## src/rtl/bus_pkg.sv

```systemverilog
// Shared definitions for the datapath bus selector.
//  - Opcode constants for the MV / MVT instruction formats.
//  - Select-code offsets of the immediate and DIN sources, relative to NUM_REGS.
//  - fmt_imm: builds the bus immediate from an IR word of any width up to MAX_W.
package bus_pkg;

    localparam int unsigned MAX_W       = 64;
    localparam int unsigned OPC_MV      = 0;
    localparam int unsigned OPC_MVT     = 1;
    localparam int unsigned SEL_IMM_OFS = 0;
    localparam int unsigned SEL_DIN_OFS = 1;

    // MVT opcode places the low half of IR in the top half of the word.
    // Any other opcode sign-extends the low imm_w bits.
    // Widths are arguments so that a constant call folds to plain wiring.
    function automatic logic [MAX_W-1:0] fmt_imm(
        input logic [MAX_W-1:0] ir,
        input int unsigned      data_w,
        input int unsigned      imm_w,
        input int unsigned      opc_w,
        input logic [MAX_W-1:0] mvt_opc
    );
        logic [MAX_W-1:0] opc;
        logic [MAX_W-1:0] m_imm;
        logic [MAX_W-1:0] m_half;
        logic [MAX_W-1:0] m_data;
        logic [MAX_W-1:0] res;
        m_imm  = (MAX_W'(1) << imm_w) - MAX_W'(1);
        m_half = (MAX_W'(1) << (data_w / 2)) - MAX_W'(1);
        m_data = (data_w >= MAX_W) ? '1 : ((MAX_W'(1) << data_w) - MAX_W'(1));
        opc    = (ir >> (data_w - opc_w)) & ((MAX_W'(1) << opc_w) - MAX_W'(1));
        if (opc == mvt_opc) begin
            res = (ir & m_half) << (data_w / 2);
        end else begin
            res = ir & m_imm;
            if (((ir >> (imm_w - 1)) & MAX_W'(1)) != '0) begin
                res = res | ~m_imm;
            end
        end
        return res & m_data;
    endfunction

endpackage

```

## src/rtl/skid_fifo2.sv

```systemverilog
// Two-entry valid/ready buffer; all outputs come straight from registers.
//  clk, resetn         clock, async active-low reset (discards contents)
//  in_data/valid/ready upstream handshake, in_ready = occupancy != 2
//  out_data/valid/ready downstream handshake, out_data = oldest entry
module skid_fifo2 #(
    parameter int unsigned W = 8
) (
    input  logic         clk,
    input  logic         resetn,
    input  logic [W-1:0] in_data,
    input  logic         in_valid,
    output logic         in_ready,
    output logic [W-1:0] out_data,
    output logic         out_valid,
    input  logic         out_ready
);

    logic [W-1:0] r_q0;
    logic [W-1:0] r_q1;
    logic [1:0]   r_cnt;
    logic         r_vld;
    logic         r_rdy;
    logic         w_push;
    logic         w_pop;
    logic [1:0]   w_cnt_nxt;

    assign w_push = in_valid & r_rdy;
    assign w_pop  = out_ready & r_vld;

    // Next occupancy; push and pop together leave it unchanged.
    always_comb begin
        w_cnt_nxt = r_cnt;
        if (w_push && !w_pop) begin
            w_cnt_nxt = r_cnt + 2'd1;
        end else if (w_pop && !w_push) begin
            w_cnt_nxt = r_cnt - 2'd1;
        end
    end

    // Storage: q0 is the head, q1 only ever holds the second word.
    always_ff @(posedge clk or negedge resetn) begin
        if (!resetn) begin
            r_q0  <= '0;
            r_q1  <= '0;
            r_cnt <= 2'd0;
            r_vld <= 1'b0;
            r_rdy <= 1'b1;
        end else begin
            if (w_push && w_pop) begin
                r_q0 <= in_data;
            end else if (w_push) begin
                if (r_cnt == 2'd0) begin
                    r_q0 <= in_data;
                end else begin
                    r_q1 <= in_data;
                end
            end else if (w_pop) begin
                r_q0 <= r_q1;
            end
            r_cnt <= w_cnt_nxt;
            r_vld <= (w_cnt_nxt != 2'd0);
            r_rdy <= (w_cnt_nxt != 2'd2);
        end
    end

    assign in_ready  = r_rdy;
    assign out_valid = r_vld;
    assign out_data  = r_q0;

endmodule

```

## src/rtl/bus_mux_pipe.sv

```systemverilog
// Pipelined bus source selector: register file, formatted immediate or DIN,
// buffered through skid_fifo2 with a sticky illegal-select error.
//  clk, resetn            clock, async active-low reset
//  regs_flat              NUM_REGS packed register outputs
//  ir, din                immediate source and external data
//  in_sel/valid/ready     select request handshake
//  out_data/sel/valid/ready  buffered bus word and its select code
//  err, err_sel, err_clr  sticky illegal-select flag, first code, clear
module bus_mux_pipe
    import bus_pkg::*;
#(
    parameter  int unsigned          DATA_W   = 16,
    parameter  int unsigned          NUM_REGS = 8,
    parameter  int unsigned          IMM_W    = 9,
    parameter  int unsigned          OPC_W    = 3,
    parameter  logic [OPC_W-1:0]     MVT_OPC  = OPC_W'(OPC_MVT),
    localparam int unsigned          SEL_W    = $clog2(NUM_REGS + 2)
) (
    input  logic                       clk,
    input  logic                       resetn,
    input  logic [NUM_REGS*DATA_W-1:0] regs_flat,
    input  logic [DATA_W-1:0]          ir,
    input  logic [DATA_W-1:0]          din,
    input  logic [SEL_W-1:0]           in_sel,
    input  logic                       in_valid,
    output logic                       in_ready,
    output logic [DATA_W-1:0]          out_data,
    output logic [SEL_W-1:0]           out_sel,
    output logic                       out_valid,
    input  logic                       out_ready,
    output logic                       err,
    output logic [SEL_W-1:0]           err_sel,
    input  logic                       err_clr
);

    localparam int unsigned PAY_W   = SEL_W + DATA_W;
    localparam logic [SEL_W-1:0] SEL_IMM = SEL_W'(NUM_REGS + SEL_IMM_OFS);
    localparam logic [SEL_W-1:0] SEL_DIN = SEL_W'(NUM_REGS + SEL_DIN_OFS);

    logic [DATA_W-1:0] w_imm;
    logic [DATA_W-1:0] w_data;
    logic              w_illegal;
    logic              w_accept;
    logic [PAY_W-1:0]  w_q;
    logic              r_err;
    logic [SEL_W-1:0]  r_err_sel;

    assign w_imm = DATA_W'(fmt_imm(MAX_W'(ir), DATA_W, IMM_W, OPC_W, MAX_W'(MVT_OPC)));

    // Source select; illegal codes fall through to data 0.
    always_comb begin
        w_data = '0;
        for (int i = 0; i < int'(NUM_REGS); i++) begin
            if (in_sel == SEL_W'(i)) begin
                w_data = regs_flat[i*DATA_W +: DATA_W];
            end
        end
        if (in_sel == SEL_IMM) begin
            w_data = w_imm;
        end else if (in_sel == SEL_DIN) begin
            w_data = din;
        end
    end

    assign w_illegal = (32'(in_sel) >= 32'(NUM_REGS + 2));
    assign w_accept  = in_valid & in_ready;

    // Sticky error; a same-cycle clear lets the new illegal code be captured.
    always_ff @(posedge clk or negedge resetn) begin
        if (!resetn) begin
            r_err     <= 1'b0;
            r_err_sel <= '0;
        end else begin
            if (err_clr) begin
                r_err     <= 1'b0;
                r_err_sel <= '0;
            end
            if (w_accept && w_illegal) begin
                r_err <= 1'b1;
                if (!r_err || err_clr) begin
                    r_err_sel <= in_sel;
                end
            end
        end
    end

    skid_fifo2 #(
        .W (PAY_W)
    ) u_fifo (
        .clk       (clk),
        .resetn    (resetn),
        .in_data   ({in_sel, w_data}),
        .in_valid  (in_valid),
        .in_ready  (in_ready),
        .out_data  (w_q),
        .out_valid (out_valid),
        .out_ready (out_ready)
    );

    assign out_sel  = w_q[DATA_W +: SEL_W];
    assign out_data = w_q[DATA_W-1:0];
    assign err      = r_err;
    assign err_sel  = r_err_sel;

endmodule
```

## config.mk

```make
export PLATFORM = sky130hd
export DESIGN_NAME = bus_mux_pipe
export DESIGN_NICKNAME = d
export VERILOG_FILES = /design/src/rtl/bus_pkg.sv /design/src/rtl/skid_fifo2.sv /design/src/rtl/bus_mux_pipe.sv
export SDC_FILE = /design/constraint.sdc
export NUM_CORES = 1
export LEC_CHECK = 0
export BUFFER_PORTS_ARGS = -buffer_cell sky130_fd_sc_hd__buf_2
export CAP_MARGIN = 25
export CORE_ASPECT_RATIO = 0.5
export CORE_MARGIN = 1
export CORE_UTILIZATION = 40
export DETAILED_ROUTE_END_ITERATION = 12
export PLACE_DENSITY = 0.74
export SLEW_MARGIN = 10
export SYNTH_ARGS = -nofsm -noshare
export SYNTH_HDL_FRONTEND = slang
export SYNTH_SLANG_ARGS = --single-unit
```

## constraint.sdc

```tcl
create_clock -name clk -period 4 [get_ports clk]
set_input_delay 0.6 -clock clk [delete_from_list [all_inputs] [get_ports clk]]
set_output_delay 0.6 -clock clk [all_outputs]
set_load 0.01 [all_outputs]
```

# == Yosys cells after proc, flatten, opt, wreduce, memory -nomap -nowiden ==
# Index checks and enable logic that the tools add are counted.
# word_totals
elab_cells,64
out_inout_bits,27
inputBits,169
register_bits,49
# op_classes
order_cmp,1
n_eq_ne,12
n_mux,23
addsub,2
n_reduce_logical,15
bitwise,4
# op_table
op,count
16-bit two-way mux,12
20-bit two-way mux,4
"4-bit by 3-bit equality test with 1-bit output, second input constant",4
4-bit two-way mux,3
"4-bit by 2-bit equality test with 1-bit output, second input constant",2
"4-bit equality test, second input constant",2
"4-bit by 1-bit equality test with 1-bit output, second input constant",1
"4-bit >= comparator, second input constant",1
1-bit logical AND,4
4-bit zero test,1
2-bit two-way mux,2
2-bit nonzero test,2
"3-bit by 1-bit equality test with 1-bit output, second input constant",1
1-bit zero test,3
"3-bit inequality test, second input constant",1
3-bit AND reduction,1
3-bit nonzero test,1
"2-bit by 1-bit adder with 2-bit output, second input constant",1
1-bit AND,2
2-bit zero test,1
1-bit two-way mux,2
"2-bit inequality test, second input constant",1
1-bit inverter,2
2-bit AND reduction,1
2 further kinds,2

# == Longest topological paths before layout ==
# logic_depth
word_depth,14
mapped_depth,9
ltp_nobuf,6

# == Hierarchy ==
# Synthesis repeated with hierarchy kept, for this count alone.
# unflattened
hier_cells,407
hier_area_um2,3782.4
# by_module_without_submodules
mod,area_each_um2,instances,cells_per_inst,seq_area_each_um2
bus_mux_pipe,1896.8,1,255,125.1
skid_fifo2,1885.6,1,152,1102.3

# == Worst setup path after synthesis ==
# OpenSTA, ideal clock, no wires.
# synth_timing
kind,in2reg
startpoint,input port in_sel[0]
endpoint,register u_fifo.r_q0[5] (netlist: u_fifo.out_data[5])
t_arrival_ps,1976
cell_stages,7
t_required_ps,3863
path_buffers,2
setup_time_ps,137
setup_slack_ps,1887
path_cell_list,buf_6 buf_2 mux2_2 a222oi_1 o22ai_1 a211oi_1 o31ai_2
# synth_between
elab_chain_len,14
elab_cells_between_ends,23
classes_between,eq/ne: 9; mux: 13; reduce/logical: 1
# synth_rtl
item,line_no,text
"start, declared",bus_mux_pipe.sv:24,"input logic [SEL_W-1:0] in_sel,"
4-bit zero test,bus_mux_pipe.sv:54,if (in_sel == SEL_W'(i)) begin
16-bit two-way mux (8 in series),bus_mux_pipe.sv:54,
16-bit two-way mux,bus_mux_pipe.sv:60,end else if (in_sel == SEL_DIN) begin
16-bit two-way mux (*),bus_mux_pipe.sv:58,if (in_sel == SEL_IMM) begin
20-bit two-way mux,skid_fifo2.sv:52,if (r_cnt == 2'd0) begin
20-bit two-way mux,skid_fifo2.sv:51,end else if (w_push) begin
20-bit two-way mux (*),skid_fifo2.sv:49,if (w_push && w_pop) begin
"end signal, assigned",skid_fifo2.sv:50,r_q0 <= in_data;
"end signal, assigned",skid_fifo2.sv:53,r_q0 <= in_data;
"end signal, assigned",skid_fifo2.sv:58,r_q0 <= r_q1;
"end, declared",skid_fifo2.sv:18,logic [W-1:0] r_q0;
# Mark *: on every way between the ends. The rest lies on a longest branch, timed or not. The select of a mux whose other input is x is not followed.
# A chain may end at the register's enable or synchronous reset.

# == Worst setup path in the final report ==
# layout_timing
startpoint,register u_fifo.r_rdy (netlist: u_fifo.in_ready)
endpoint,register u_fifo.r_q1[5]
# layout_between
elab_chain_len,4
# layout_rtl
item,line_no,text
"start, declared",skid_fifo2.sv:22,logic r_rdy;
"start signal, assigned",skid_fifo2.sv:62,r_rdy <= (w_cnt_nxt != 2'd2);
1-bit AND (*),skid_fifo2.sv:27,assign w_push = in_valid & r_rdy;
1-bit logical AND,skid_fifo2.sv:49,
1-bit inverter (no source line),-,
3-bit AND reduction (no source line) (*),-,
"end signal, assigned",skid_fifo2.sv:55,r_q1 <= in_data;
"end, declared",skid_fifo2.sv:19,logic [W-1:0] r_q1;
# Mark *: on every way between the ends. The rest lies on a longest branch, timed or not.

==> metrics.txt <==
# TYPE chip_impl_metric gauge
chip_impl_info{name="dominantRegCellSynth",value="sky130_fd_sc_hd__dfrtp_1"} 1
chip_impl_metric{name="synthesis.area",unit="um2"} 3870
chip_impl_metric{name="post_synth_num_cell_types",unit=""} 56
chip_impl_metric{name="cellLeakagePower",unit="nW"} 2.33
chip_impl_metric{name="floorplan.die.width",unit="um"} 141
chip_impl_metric{name="setup_viol_count_final",unit=""} 0
chip_impl_metric{name="fmaxAchievable",unit="GHz"} 0.370
chip_impl_metric{name="max-slew-margin-rel",unit="%"} 37.5
chip_impl_metric{name="critical_path_required",unit="ns"} 4.22
chip_impl_metric{name="min_period",unit="ns"} 2.70
chip_impl_metric{name="async_reset_ff_share",unit="%"} 100
chip_impl_metric{name="synth-warning-count",unit=""} 0
chip_impl_metric{name="timing.reg2reg.worst_path_depth",unit=""} 6
chip_impl_metric{name="antenna-diode-count",unit=""} 0
chip_impl_metric{name="number_of_synthesized_register_bits",unit=""} 49
chip_impl_metric{name="hold_buffers",unit=""} 0
chip_impl_metric{name="number_of_synthesized_flops_with_an_enable_pin",unit=""} 0
chip_impl_info{name="hold_path.class",value="input pin to asynchronous set/reset pin"} 1
chip_impl_metric{name="vias",unit=""} 4228
chip_impl_metric{name="grt_first_pass_wirelength",unit="um"} 20600
chip_impl_metric{name="route.detailed.drc",unit=""} 0
chip_impl_metric{name="clk_pin_slew_worst_paths",unit="ns"} 0.07
chip_impl_metric{name="initial_utilization",unit="%"} 42.8
chip_impl_metric{name="detail_route.wl_per_cell",unit="um"} 17.3
chip_impl_metric{name="htree_num_levels",unit=""} 2
chip_impl_metric{name="synthCells",unit=""} 452
chip_impl_metric{name="synth_largest_type_area_fraction",unit="%"} 31.0
chip_impl_metric{name="grt_util_all_layers",unit="%"} 26.2
chip_impl_metric{name="insertion_delay_of_the_later_clocked_pin_in_the_worst_skew_pair",unit="ns"} 0.29
chip_impl_metric{name="grt_overflow_total",unit=""} 0
chip_impl_metric{name="route.detailed.vias_per_inst",unit=""} 5.64
chip_impl_metric{name="finalPower",unit="mW"} 2.32
chip_impl_metric{name="worst_path_maximum_fanout",unit=""} 19
chip_impl_info{name="setup_repair_after_global_routing_missed_its_margin",value="false"} 1
chip_impl_info{name="run_status",value="finished, final reports clean"} 1
chip_impl_metric{name="final_number_of_max_transition_violations",unit=""} 0
chip_impl_metric{name="ioPinCount",unit=""} 196
chip_impl_metric{name="whs",unit="ns"} 0.225
chip_impl_metric{name="final.setup.worst_slack",unit="ns"} 1.30
chip_impl_info{name="cts_root_buffer",value="sky130_fd_sc_hd__clkbuf_16"} 1
chip_impl_metric{name="vdd_drop_max",unit="mV"} 0.204
chip_impl_metric{name="grt_antenna_before_repair",unit=""} 0
chip_impl_metric{name="routabilityCongestion",unit=""} 0.834
chip_impl_metric{name="worst_ep_arrival_time",unit="ns"} 2.92
chip_impl_metric{name="via_count_of_the_first_global_routing_pass",unit=""} 4026
chip_impl_metric{name="synthesis.nets",unit=""} 622
chip_impl_info{name="worstSetupStartpointType",value="flop"} 1
chip_impl_metric{name="area_growth_syn_to_layout",unit="%"} 30.8
chip_impl_metric{name="pin_count_of_the_biggest_net_entering_global_routing",unit=""} 35
chip_impl_metric{name="maxcap_viol_count",unit=""} 0
chip_impl_metric{name="fin_skew",unit="ns"} 0.00684
chip_impl_metric{name="post_cts.repair.setup_buffers",unit=""} 0
chip_impl_metric{name="drt-initial-drc-count",unit=""} 321
chip_impl_metric{name="detailed_place_hpwl",unit="um"} 9740
chip_impl_info{name="synth.area.top_cells",value="sky130_fd_sc_hd__dfrtp_1 31%, sky130_fd_sc_hd__mux2_2 8.1%, sky130_fd_sc_hd__a21oi_1 7.9%"} 1
chip_impl_metric{name="post_route_cells_drive_above_1_share",unit="%"} 44.4
chip_impl_metric{name="power.density",unit="nW/um2"} 458
chip_impl_metric{name="num_rows",unit=""} 24
chip_impl_metric{name="route.antenna.remaining_nets",unit=""} 0
chip_impl_metric{name="drt_wl_total",unit="um"} 13000
chip_impl_info{name="critical_path_capture_point_type",value="flop"} 1
chip_impl_metric{name="finalHoldViolCount",unit=""} 0
chip_impl_metric{name="dp_slack",unit="ns"} 1.09
chip_impl_metric{name="drt_pre_antenna_iters",unit=""} 5
chip_impl_metric{name="tritoncts.num_buffers",unit=""} 5
chip_impl_metric{name="yosysSeqAreaShare",unit="%"} 31.7
chip_impl_metric{name="number_of_clock_sinks_seen_by_cts",unit=""} 49
chip_impl_info{name="tritoncts",value="done"} 1
chip_impl_metric{name="port-buffer-count",unit=""} 191
chip_impl_metric{name="setup_tns",unit="ns"} 0
chip_impl_metric{name="design.final.nets",unit=""} 789
chip_impl_metric{name="timing_worst_slew_pin_value",unit="ns"} 0.933
chip_impl_info{name="synth.largest_area_cell",value="sky130_fd_sc_hd__dfrtp_1"} 1
chip_impl_metric{name="post_cts_resize_count",unit=""} 0
chip_impl_metric{name="synthesis.area_per_instance",unit="um2"} 8.57
chip_impl_metric{name="fillCellCount",unit=""} 828
chip_impl_info{name="timing_worst_setup_path_type",value="flop to flop"} 1
chip_impl_metric{name="postLayoutCoreUtil",unit="%"} 56.0
chip_impl_metric{name="die_height",unit="um"} 71.6
chip_impl_metric{name="clockBufferDepth",unit=""} 2
chip_impl_metric{name="core_area",unit="um2"} 9040
chip_impl_metric{name="die_area",unit="um2"} 10100
chip_impl_metric{name="min_period_over_period",unit="%"} 67.6
synthesized netlist by cell type, types with 3 or more instances:
master and instances:
sky130_fd_sc_hd__mux2_2 28, sky130_fd_sc_hd__a222oi_1 12, sky130_fd_sc_hd__and3b_1 4, sky130_fd_sc_hd__buf_4 3, sky130_fd_sc_hd__o31ai_1 12, sky130_fd_sc_hd__buf_2 20, sky130_fd_sc_hd__mux2i_1 5, sky130_fd_sc_hd__a22oi_1 3
sky130_fd_sc_hd__clkbuf_1 16, sky130_fd_sc_hd__a211oi_1 4, sky130_fd_sc_hd__o22ai_1 13, sky130_fd_sc_hd__o21ai_0 7, sky130_fd_sc_hd__or3b_2 9, sky130_fd_sc_hd__mux2_1 4, sky130_fd_sc_hd__o211ai_1 5, sky130_fd_sc_hd__a21oi_1 61
sky130_fd_sc_hd__dfrtp_1 48, sky130_fd_sc_hd__or2_2 9, sky130_fd_sc_hd__a31oi_1 4, sky130_fd_sc_hd__nand2b_1 6, sky130_fd_sc_hd__o31ai_2 5, sky130_fd_sc_hd__inv_1 7, sky130_fd_sc_hd__or3b_1 5, sky130_fd_sc_hd__and2_1 13
sky130_fd_sc_hd__nor2_1 43, sky130_fd_sc_hd__buf_6 3, sky130_fd_sc_hd__nand2_1 42, sky130_fd_sc_hd__or2_1 3, sky130_fd_sc_hd__a221oi_1 14, sky130_fd_sc_hd__nor3_1 10
placed cells by master (no fill, tap or decap), drive strengths merged, types with 3 or more instances in the layout:
| master | instances |
|---|---|
| o22ai | 13 |
| o21ai | 8 |
| dfrtp | 48 |
| nand2 | 42 |
| nor2 | 44 |
| or2 | 12 |
| nor3b | 4 |
| mux2 | 32 |
| a22oi | 3 |
| a31oi | 4 |
| o211ai | 5 |
| and2 | 13 |
| nand2b | 6 |
| a221oi | 15 |
| mux2i | 5 |
| buf | 203 |
| inv | 7 |
| and3b | 4 |
| nor3 | 10 |
| a21oi | 61 |
| o31ai | 17 |
| a211oi | 6 |
| or3b | 14 |
| a222oi | 12 |
| clkbuf | 6 |
cells by family (layout without fill, tap and decap cells):
group           Yosys count  in the layout  synth area share [%]
fa+ha+maj                 1              1                 0.323
simple gates            160            160                  22.5
buf+inv                  50            218                  6.37
mux                      39             39                  11.8
compound gates          152            152                  27.1
flops                    49             49                  31.7
xor+xnor                  1              1                 0.226
flip-flops by register name (all words and copies together), names as in the netlist:
name and count:
u_fifo.out_valid 1, u_fifo.out_data 20, u_fifo.r_cnt 2, u_fifo.r_q1 20, err 1, err_sel 4
u_fifo.in_ready 1
layer usage:
| metal | wire [um] | track usage, % | up-vias |
|---|---|---|---|
| met1 | 5520 | 33.3 | 1993 |
| li1 | - | - | 2021 |
| met5 | 0 | 0 | - |
| met3 | 940 | 5.61 | 32 |
| met4 | 263 | 6.88 | 0 |
| met2 | 6260 | 45.7 | 182 |
critical path, stage by stage (launching register included):
cell,delay (ns)
sky130_fd_sc_hd__dfstp_2,0.53
sky130_fd_sc_hd__and2_1,0.69
sky130_fd_sc_hd__nand2_1,0.20
sky130_fd_sc_hd__nor2_2,0.64
sky130_fd_sc_hd__buf_4,0.35
sky130_fd_sc_hd__nor2_1,0.07
sky130_fd_sc_hd__a21oi_1,0.13
power breakdown:
| part | total [mW] | internal (mW) | switching [mW] | leakage (nW) |
|---|---|---|---|---|
| Sequential | 0.868 | 0.732 | 0.136 | 0.587 |
| Combinational | 1.03 | 0.470 | 0.564 | 1.67 |
| Clock | 0.420 | 0.230 | 0.190 | 0.0706 |
| Total | 2.32 | 1.43 | 0.890 | 2.33 |
through the flow:
stage,area [um2],std cells
2_1_floorplan,3870,452
3_3_place_gp,4840,738
3_5_place_dp,4890,740
4_1_cts,5030,748
5_1_grt,5070,750
6_report,5070,750
cell type report:
type | instances | area (um2) | share of cell area (%)
clock buffer | 6 | 129 | 2.54
sequential | 49 | 1230 | 24.2
multi-input combinational | 353 | 2410 | 47.6
inverter | 7 | 26.3 | 0.519
clock inverter | 2 | 10.0 | 0.198
timing repair buffer | 203 | 1100 | 21.7
tap | 130 | 163 | 3.21
final timing paths:
check,endpoint,slack (ns),start
max,u_fifo.r_q1[5],1.30,u_fifo.in_ready
min,u_fifo.out_data[6],0.22,resetn
max reg2reg,u_fifo.r_q1[5],1.30,u_fifo.in_ready
min reg2reg,u_fifo.out_data[7],0.48,u_fifo.out_data[7]
max in group asynchronous,u_fifo.in_ready,3.18,resetn
min in group clk,u_fifo.out_data[7],0.48,u_fifo.out_data[7]
(Power assumes the default switching activity.)
